**config.mk**
```make
export PLATFORM = sky130hd
export DESIGN_NAME = draw_board_cells
export DESIGN_NICKNAME = d
export VERILOG_FILES = /design/src/rtl/draw_board_cells.sv
export SDC_FILE = /design/constraint.sdc
export NUM_CORES = 1
export LEC_CHECK = 0
export CAP_MARGIN = 20
export CORE_MARGIN = 8
export CORE_UTILIZATION = 50
export DETAILED_ROUTE_END_ITERATION = 8
export PLACE_DENSITY = 0.76
export SYNTH_ARGS = -nofsm -noshare
export SYNTH_HDL_FRONTEND = slang
export SYNTH_SLANG_ARGS = --single-unit
```
**constraint.sdc**
```tcl
create_clock -name clk -period 11.92 [get_ports clk]
set_input_delay 1.192 -clock clk [delete_from_list [all_inputs] [get_ports clk]]
set_output_delay 1.192 -clock clk [all_outputs]
set_load 0.01 [all_outputs]
```
**src/rtl/draw_board_cells.sv**
```systemverilog
`default_nettype none
// +--------------------------------------------------------------------------+
// | Module      : draw_board_cells                                           |
// | Description : Pixel-pipeline stage that follows the grid-drawing stage.  |
// |               Keeps the 12x12 board state in a 144-entry cell memory and |
// |               paints each cell interior with its state colour. Grid      |
// |               lines and off-board pixels pass through unchanged. Adds    |
// |               two cycles of latency to the pixel stream.                 |
// | Ports       : clk, rst            pixel clock, sync active-high reset    |
// |               in_*                incoming pixel stream (vga fields)     |
// |               out_*               outgoing pixel stream, 2 cycles later  |
// |               wr_en/wr_x/wr_y/    single-cell write from game logic      |
// |               wr_state            (00 empty, 01 ship, 10 hit, 11 miss)   |
// |               clr                 start a full-board clear sweep         |
// |               busy                clear sweep running, writes dropped    |
// | Revision    : 1.0 - initial release                                      |
// +--------------------------------------------------------------------------+
module draw_board_cells #(
  parameter int X_POS     = 0,
  parameter int Y_POS     = 0,
  parameter int CELL_SIZE = 32,
  parameter int BORDER_W  = 2
) (
  input  logic        clk,
  input  logic        rst,
  input  logic [10:0] in_vcount,
  input  logic        in_vsync,
  input  logic        in_vblnk,
  input  logic [10:0] in_hcount,
  input  logic        in_hsync,
  input  logic        in_hblnk,
  input  logic [11:0] in_rgb,
  output logic [10:0] out_vcount,
  output logic        out_vsync,
  output logic        out_vblnk,
  output logic [10:0] out_hcount,
  output logic        out_hsync,
  output logic        out_hblnk,
  output logic [11:0] out_rgb,
  input  logic        wr_en,
  input  logic [3:0]  wr_x,
  input  logic [3:0]  wr_y,
  input  logic [1:0]  wr_state,
  input  logic        clr,
  output logic        busy
);

  localparam int          c_LOG2  = $clog2(CELL_SIZE);
  localparam logic [10:0] c_BOARD = 11'(12 * CELL_SIZE);
  localparam logic [10:0] c_X     = 11'(X_POS);
  localparam logic [10:0] c_Y     = 11'(Y_POS);
  localparam logic [10:0] c_MASK  = 11'(CELL_SIZE - 1);
  localparam logic [10:0] c_BW    = 11'(BORDER_W);
  localparam logic [7:0]  c_LAST  = 8'd143;

  typedef enum logic [0:0] {
    ST_IDLE  = 1'b0,
    ST_CLEAR = 1'b1
  } state_t;

  state_t      r_state;
  state_t      w_next_state;
  logic [7:0]  r_addr;
  logic [7:0]  w_next_addr;
  logic        r_busy;

  logic [1:0]  r_mem [0:143];
  logic        w_wr_in_range;
  logic [7:0]  w_wr_addr;
  logic        w_mem_we;
  logic [7:0]  w_mem_addr;
  logic [1:0]  w_mem_data;

  // ---------------- clear-sweep FSM ----------------
  always_ff @(posedge clk) begin
    if (rst) begin
      r_state <= ST_CLEAR;
      r_addr  <= 8'd0;
      r_busy  <= 1'b1;
    end else begin
      r_state <= w_next_state;
      r_addr  <= w_next_addr;
      r_busy  <= (w_next_state == ST_CLEAR);
    end
  end

  always_comb begin
    w_next_state = r_state;
    w_next_addr  = r_addr;
    case (r_state)
      ST_IDLE: begin
        if (clr) begin
          w_next_state = ST_CLEAR;
          w_next_addr  = 8'd0;
        end
      end
      ST_CLEAR: begin
        if (clr) begin
          w_next_addr = 8'd0;          // restart the sweep from the top
        end else if (r_addr == c_LAST) begin
          w_next_state = ST_IDLE;
          w_next_addr  = 8'd0;
        end else begin
          w_next_addr = r_addr + 8'd1;
        end
      end
      default: begin
        w_next_state = ST_IDLE;
        w_next_addr  = 8'd0;
      end
    endcase
  end

  assign busy = r_busy;

  // ---------------- cell memory write port ----------------
  assign w_wr_in_range = (wr_x < 4'd12) && (wr_y < 4'd12);
  assign w_wr_addr     = ({4'd0, wr_y} * 8'd12) + {4'd0, wr_x};

  // The sweep owns the write port while clearing; a clr in IDLE beats a
  // simultaneous game write.
  assign w_mem_we   = !rst && ((r_state == ST_CLEAR) ||
                               (wr_en && w_wr_in_range && !clr));
  assign w_mem_addr = (r_state == ST_CLEAR) ? r_addr : w_wr_addr;
  assign w_mem_data = (r_state == ST_CLEAR) ? 2'b00 : wr_state;

  always_ff @(posedge clk) begin
    if (w_mem_we) begin
      r_mem[w_mem_addr] <= w_mem_data;
    end
  end

  // ---------------- pixel address decode ----------------
  logic [10:0] w_hrel;
  logic [10:0] w_vrel;
  logic [10:0] w_col;
  logic [10:0] w_row;
  logic [10:0] w_cell_full;
  logic        w_inside;
  logic        w_border;
  logic [7:0]  w_rd_addr;
  logic        w_unused;

  // Offsets wrap in 11 bits, so pixels left of / above the board become
  // large values and fail the inside test rather than aliasing into a cell.
  assign w_hrel      = in_hcount - c_X;
  assign w_vrel      = in_vcount - c_Y;
  assign w_inside    = (w_hrel < c_BOARD) && (w_vrel < c_BOARD);
  assign w_border    = ((w_hrel & c_MASK) < c_BW) || ((w_vrel & c_MASK) < c_BW);
  assign w_col       = w_hrel >> c_LOG2;
  assign w_row       = w_vrel >> c_LOG2;
  assign w_cell_full = (w_row * 11'd12) + w_col;
  assign w_rd_addr   = w_inside ? w_cell_full[7:0] : 8'd0;
  assign w_unused    = ^w_cell_full[10:8];

  // ---------------- stage 1 ----------------
  logic [1:0]  r_rd_state;
  logic [10:0] r_s1_vcount;
  logic [10:0] r_s1_hcount;
  logic        r_s1_vsync;
  logic        r_s1_vblnk;
  logic        r_s1_hsync;
  logic        r_s1_hblnk;
  logic [11:0] r_s1_rgb;
  logic        r_s1_inside;
  logic        r_s1_border;
  logic        r_s1_blank;

  // Separate read process: a same-edge write is not visible until later.
  always_ff @(posedge clk) begin
    r_rd_state <= r_mem[w_rd_addr];
  end

  always_ff @(posedge clk) begin
    if (rst) begin
      r_s1_vcount <= 11'd0;
      r_s1_hcount <= 11'd0;
      r_s1_vsync  <= 1'b0;
      r_s1_vblnk  <= 1'b0;
      r_s1_hsync  <= 1'b0;
      r_s1_hblnk  <= 1'b0;
      r_s1_rgb    <= 12'h000;
      r_s1_inside <= 1'b0;
      r_s1_border <= 1'b0;
      r_s1_blank  <= 1'b0;
    end else begin
      r_s1_vcount <= in_vcount;
      r_s1_hcount <= in_hcount;
      r_s1_vsync  <= in_vsync;
      r_s1_vblnk  <= in_vblnk;
      r_s1_hsync  <= in_hsync;
      r_s1_hblnk  <= in_hblnk;
      r_s1_rgb    <= in_rgb;
      r_s1_inside <= w_inside;
      r_s1_border <= w_border;
      r_s1_blank  <= in_vblnk | in_hblnk;
    end
  end

  // ---------------- stage 2 ----------------
  logic [11:0] w_rgb;

  always_comb begin
    w_rgb = r_s1_rgb;
    if (r_s1_blank) begin
      w_rgb = 12'h000;
    end else if (r_s1_inside && !r_s1_border) begin
      case (r_rd_state)
        2'b01:   w_rgb = 12'h888;
        2'b10:   w_rgb = 12'hF00;
        2'b11:   w_rgb = 12'h00F;
        default: w_rgb = r_s1_rgb;
      endcase
    end
  end

  always_ff @(posedge clk) begin
    if (rst) begin
      out_vcount <= 11'd0;
      out_hcount <= 11'd0;
      out_vsync  <= 1'b0;
      out_vblnk  <= 1'b0;
      out_hsync  <= 1'b0;
      out_hblnk  <= 1'b0;
      out_rgb    <= 12'h000;
    end else begin
      out_vcount <= r_s1_vcount;
      out_hcount <= r_s1_hcount;
      out_vsync  <= r_s1_vsync;
      out_vblnk  <= r_s1_vblnk;
      out_hsync  <= r_s1_hsync;
      out_hblnk  <= r_s1_hblnk;
      out_rgb    <= w_rgb;
    end
  end

endmodule
`default_nettype wire

```
[After elaboration in Yosys (flattened, before gate mapping)]
Memory sizes are Yosys's and may differ from the RTL's. A register that Yosys moved wholly into a read port is not among the register bits.
Cells that the tools add are included.
Cells by class
  equal/unequal tests: 5
  bitwise operators: 2
  $add $sub $neg: 3
  shift-type cells: 0
  muxes and demuxes: 15
  order comparisons: 6
  div/mod/pow operators: 0
  reductions and logical operators: 12
  $mul: 2
Operators by type and width (number)
  two-way mux 8 bit: 5
  case mux 12 bit (3 select lines): 1
  less-than comparator 11 x 9 -> 1 bit (second input constant): 2
  case mux 8 bit (2 select lines): 1
  two-way mux 12 bit: 1
  less-than comparator 5 x 2 -> 1 bit (second input constant): 2
  adder 8 x 1 -> 8 bit (second input constant): 1
  adder 8 x 4 -> 8 bit: 1
  adder 8 x 6 -> 8 bit: 1
  equality test 8 bit (second input constant): 1
  less-than comparator 4 bit (second input constant): 2
  logical AND 1 bit: 6
  multiplier 4 x 2 -> 6 bit (second input constant): 1
  multiplier 6 x 2 -> 6 bit (second input constant): 1
  two-way mux 1 bit: 5
  equality test 2 bit (second input constant): 2
  logical NOT 1 bit: 3
  equality test 2 x 1 -> 1 bit (second input constant): 1
  logical OR 1 bit: 2
  two-way mux 2 bit: 1
  inequality test 2 bit (second input constant): 1
  case mux 1 bit (2 select lines): 1
  OR reduction 2 bit: 1
  NOT 1 bit: 1
  OR 1 bit: 1
Storage, ports and cells
  memory bits (writable): 288
  latch bits: 0
  logic and storage cells: 65
  memories: 1
  output and inout port bits: 39
  flip-flop bits (word level): 88
  bits of input ports: 52
  ROM bits: 0
Memory list
  r_mem: depth 144, width 2, read ports 1, clocked after Yosys merged registers in 1, write ports 1, line 67  | logic [1:0] r_mem [0:143];

[Depth between registers and ports, before layout]
  depth in word-level cells: 8
  gate-level depth with buffers: 12
  mapped depth without buffers: 10

[Worst setup path before layout]
Ideal clock, no wire load.
  path type: input to register
  start: input wr_state[0]
  end: memory r_mem[0][0] (data pin)
  data required time: 11.017 ns
  path buffers: 0
  setup time: 0.903 ns
  arrival: 4.684 ns
  path slack: 6.333 ns
  stages: 1
  path through: nor2b_1
Between the ends
  cells in the longest elaborated chain, start to end: 1
Ends and longest elaborated chain
  start, declared: line 43  | input logic [1:0] wr_state,
  two-way mux 2 bit: line 125  | assign w_mem_data = (r_state == ST_CLEAR) ? 2'b00 : wr_state;
  end, declared: line 67
No other way between the ends.

[Worst setup path in the final report]
  start: input in_vcount[6]
  end: register r_rd_state[1] (read register of r_mem)
Between the ends
  cells in the longest elaborated chain, start to end: 3
  elaborated cells between the ends (all ways): 5
  those cells by class: add/sub: 1; mul: 1; order compare: 1; mux: 1; reduce/logical: 1
Ends and longest elaborated chain
  start, declared: line 26  | input logic [10:0] in_vcount,
  multiplier 6 x 2 -> 6 bit or less-than comparator 11 x 9 -> 1 bit (tied branches): line 152, 148
  adder 8 x 6 -> 8 bit or logical AND 1 bit (tied branches): line 152, 148
  two-way mux 8 bit (*): line 153  | assign w_rd_addr = w_inside ? w_cell_full[7:0] : 8'd0;
  end, declared: line 157  | logic [1:0] r_rd_state;
Mark *: on every way between the ends. The rest lies on a longest branch, timed or not.
A chain may end at the register's enable or synchronous reset.

==> flow_summary.yaml <==
die:
  dieArea_um2: 37300
  fp-row-count: 65
  start_util_pct: 50.3
  die_h_um: 193
  core_um2: 31200
  die_w_um: 193
  io_pins: 91
sta:
  max_freq_ghz: 0.209
  tns_ps: 0
  setup_viol_count_final: 0
  final.period_utilization_pct: 40.1
  slew_headroom_pct: 20.8
  worstMarginPinSlew_ps: 1190
  min_period_ps: 4770
  drv_slew: 0
  hold_violations: 0
  clock_skew_ps: 24.1
  rsz0062_at_grt: "no"
cells_and_area:
  fin_nets: 1342
  fin_cells: 1692
  antenna_cells: 0
  area_delta_synth_final_pct: 15.3
  drive_gt1_share_pct: 9.77
  fillers: 2432
power_and_ir_drop:
  powerDensity_nw_per_um2: 151
  vdd_drop_max_mv: 0.0917
  p_leak_nw: 6.05
synthesis:
  synth_seq_cells: 378
  synth_cell_type_count: 73
  synth_fp_nets: 1264
  synth_edf_count: 288
  yosysSeqAreaShare_pct: 66.6
  synth_area_um2: 15700
  synthFlopType: "edfxtp_1"
  synth_area_per_cell_um2: 13.2
  yosys_warnings: 0
  netlist_instances: 1186
  ys_async_sr_fraction_pct: 0
global_route:
  grt_pass1_wl_um: 59800
  grt_start_max_net_pins: 91
  grt_pass1_vias: 10045
  antenna_found_initial: 0
  grt.overflow.total: 0
  grt_usage_pct: 20.6
worst_setup_path:
  critical-path-max-stage-delay_ps: 1080
  cp-end-kind: "flop"
  path_class: "in2reg"
  cp-start-kind: "input port"
  cp_data_arrival_time_ps: 5190
  crit_path_max_fanout: 24
  critPathSlowestCell: "nor3_2"
  critPathRequiredTime_ps: 12340
  crit_chain: "clkdlybuf4s50_1, ha_1, inv_1, fa_1, nor3_2, o221ai_1, o22a_1, a211oi_1, o31ai_1, o311ai_1"
route:
  wl_per_cell_um: 23.5
  drcViolationCount: 0
  drt_iter0_drc: 1435
  antenna_left: 0
  vias: 10404
  dr.pass1.iters: 6
  wirelength_um: 39700
  viasPerCell: 6.15
flow_run:
  maxCapViolations: 0
placed_design:
  gp_congestion: 0.987
  place_inst: 1626
  dp_hpwl_um: 25200
  portBuffers: 90
clock_network:
  clk_latency_ps: 540
  post_cts_resized: 0
  h-tree-depth: 2
  cts-buffers-inserted: 38
  clk_path_buf_depth: 3
  cts.sink_count: 378
  clk_pin_slew_ps: 60
  cts_tree: "yes"
  cts_hold_buffers: 0
  cts_root_buf: "clkbuf_16"
  post_cts.repair.setup_buffers: 0
worst_hold_path:
  hold_path.class: "reg2reg"
run_status:
  status: "complete, no violations"
==> through the flow <==
| step | total power, W | util [%] | area, µm² | setup WS [ps] | hold WS [ps] |
|---|---|---|---|---|---|
| floorplan | 0.00156 | - | 15700 | 6330 | 414 |
| global placement | 0.00162 | 54.2 | 16900 | 6740 | 417 |
| detailed placement | 0.00163 | 54.2 | 16900 | 6740 | 424 |
| CTS | 0.00275 | 58.0 | 18100 | 7210 | 437 |
| global route | 0.00282 | 58.0 | 18100 | 6920 | 446 |
| finish | 0.00274 | 58.0 | 18100 | 7150 | 434 |
==> area by class of cell <==
cell class	instances	area [µm²]	share of cell area (%)
Clock inverter	13	87.6	0.484
Sequential cell	378	10500	57.7
Inverter	23	86.3	0.477
Tap cell	402	503	2.78
Timing Repair Buffer	101	976	5.39
Multi-Input combinational cell	722	4900	27.1
Clock buffer	53	1100	6.08
==> sequential cells by signal, summed over array words and instances, names as in the netlist, 2 cells and up <==
register / flops
r_rd_state: 2
out_rgb: 12
r_s1_vcount: 11
r_mem: 288
out_vcount: 11
r_s1_rgb: 12
r_addr: 8
out_hcount: 11
r_s1_hcount: 11
==> critical path: cells and delay by family <==
kind | cells | cell delay (ps)
AND/OR/NAND/NOR | 1 | 1080
adder cells (fa/ha/maj) | 2 | 1260
buffers and inverters | 2 | 550
AO/OA/AOI/OAI | 5 | 1090
==> synthesized netlist by cell type, drive strengths merged (4+ instances only) <==
master | n | area, µm²
a21oi | 35 | 175
xor2 | 5 | 43.8
dfxtp | 90 | 1800
a21o | 4 | 30.0
mux2i | 43 | 430
nor2b | 68 | 425
or2 | 5 | 31.3
o311ai | 8 | 70.1
nor3 | 20 | 115
nor3b | 6 | 45.0
mux2 | 22 | 248
nand2 | 53 | 201
nor4 | 14 | 87.6
xnor2 | 5 | 43.8
or3 | 10 | 62.6
clkbuf | 33 | 124
o22a | 6 | 52.6
o211ai | 11 | 82.6
nand3 | 20 | 100
a31oi | 9 | 56.3
o22ai | 21 | 131
o21a | 5 | 37.5
nand2b | 4 | 25.0
o221ai | 9 | 78.8
o32ai | 4 | 35.0
edfxtp | 288 | 8650
ha | 22 | 275
buf | 30 | 160
a41oi | 4 | 35.0
fa | 4 | 80.1
a211oi | 16 | 133
and2 | 6 | 37.5
a21boi | 4 | 30.0
inv | 23 | 86.3
mux4 | 20 | 450
o21ai | 24 | 120
nor2 | 186 | 698
and3 | 9 | 56.3
==> cells in the final DEF, fill, tap and decap left out, types with 6 or more instances in the layout <==
master,count
edfxtp_1,288
nor2_1,186
dfxtp_1,90
clkdlybuf4s50_1,88
nor2b_1,66
nand2_1,52
mux2i_1,43
clkbuf_16,41
a21oi_1,35
inv_1,23
o21ai_0,23
mux2_2,22
o22ai_1,21
ha_1,21
mux4_2,20
nand3_1,20
nor3_1,17
a211oi_1,15
nor4_1,14
buf_4,12
o211ai_1,11
or3_1,10
and3_1,9
a31oi_1,9
o221ai_1,9
clkbuf_1,9
clkinv_2,7
and2_1,6
o22a_1,6
nor3b_1,6
==> power breakdown <==
part | internal, W | switching [W] | leakage [nW]
logic | 0.0000801 | 0.000106 | 2.05
registers | 0.00141 | 0.00000490 | 3.41
clock network | 0.000665 | 0.000473 | 0.585
==> cells by family after synthesis <==
group / count (synthesis) / synth area share (%)
compound gates: 191 / 8.60
xor+xnor: 10 / 0.558
fa+ha+maj: 26 / 2.26
simple gates: 410 / 12.5
buf+inv: 86 / 2.36
flops: 378 / 66.6
mux: 85 / 7.19
==> worst paths after layout <==
kind | to | startpoint | depth (start not counted) | slack (ps)
hold reg to reg | out_vcount[8]$_SDFF_PP0_ | r_s1_vcount[8]$_SDFF_PP0_ | 1 | 430
setup / recovery | r_rd_state[1]$_DFF_P_ | in_vcount[6] | 10 | 7150
hold / removal | out_vcount[8]$_SDFF_PP0_ | r_s1_vcount[8]$_SDFF_PP0_ | 1 | 430
setup reg to reg | r_mem[84][0]$_DFFE_PP_ | busy$_SDFF_PP1_ | 4 | 8430
==> layer usage <==
layer	vias to the layer above	share of wire (%)	routed length, µm	GRT usage, %
met3	152	12	4570	5.71
met1	4971	38	15100	26.4
met4	0	5.3	2100	10.3
met2	695	45	17900	31.9
li1	4586	-	-	-
met5	-	0	0	0
No activity file was read; power rests on OpenSTA's default activity.
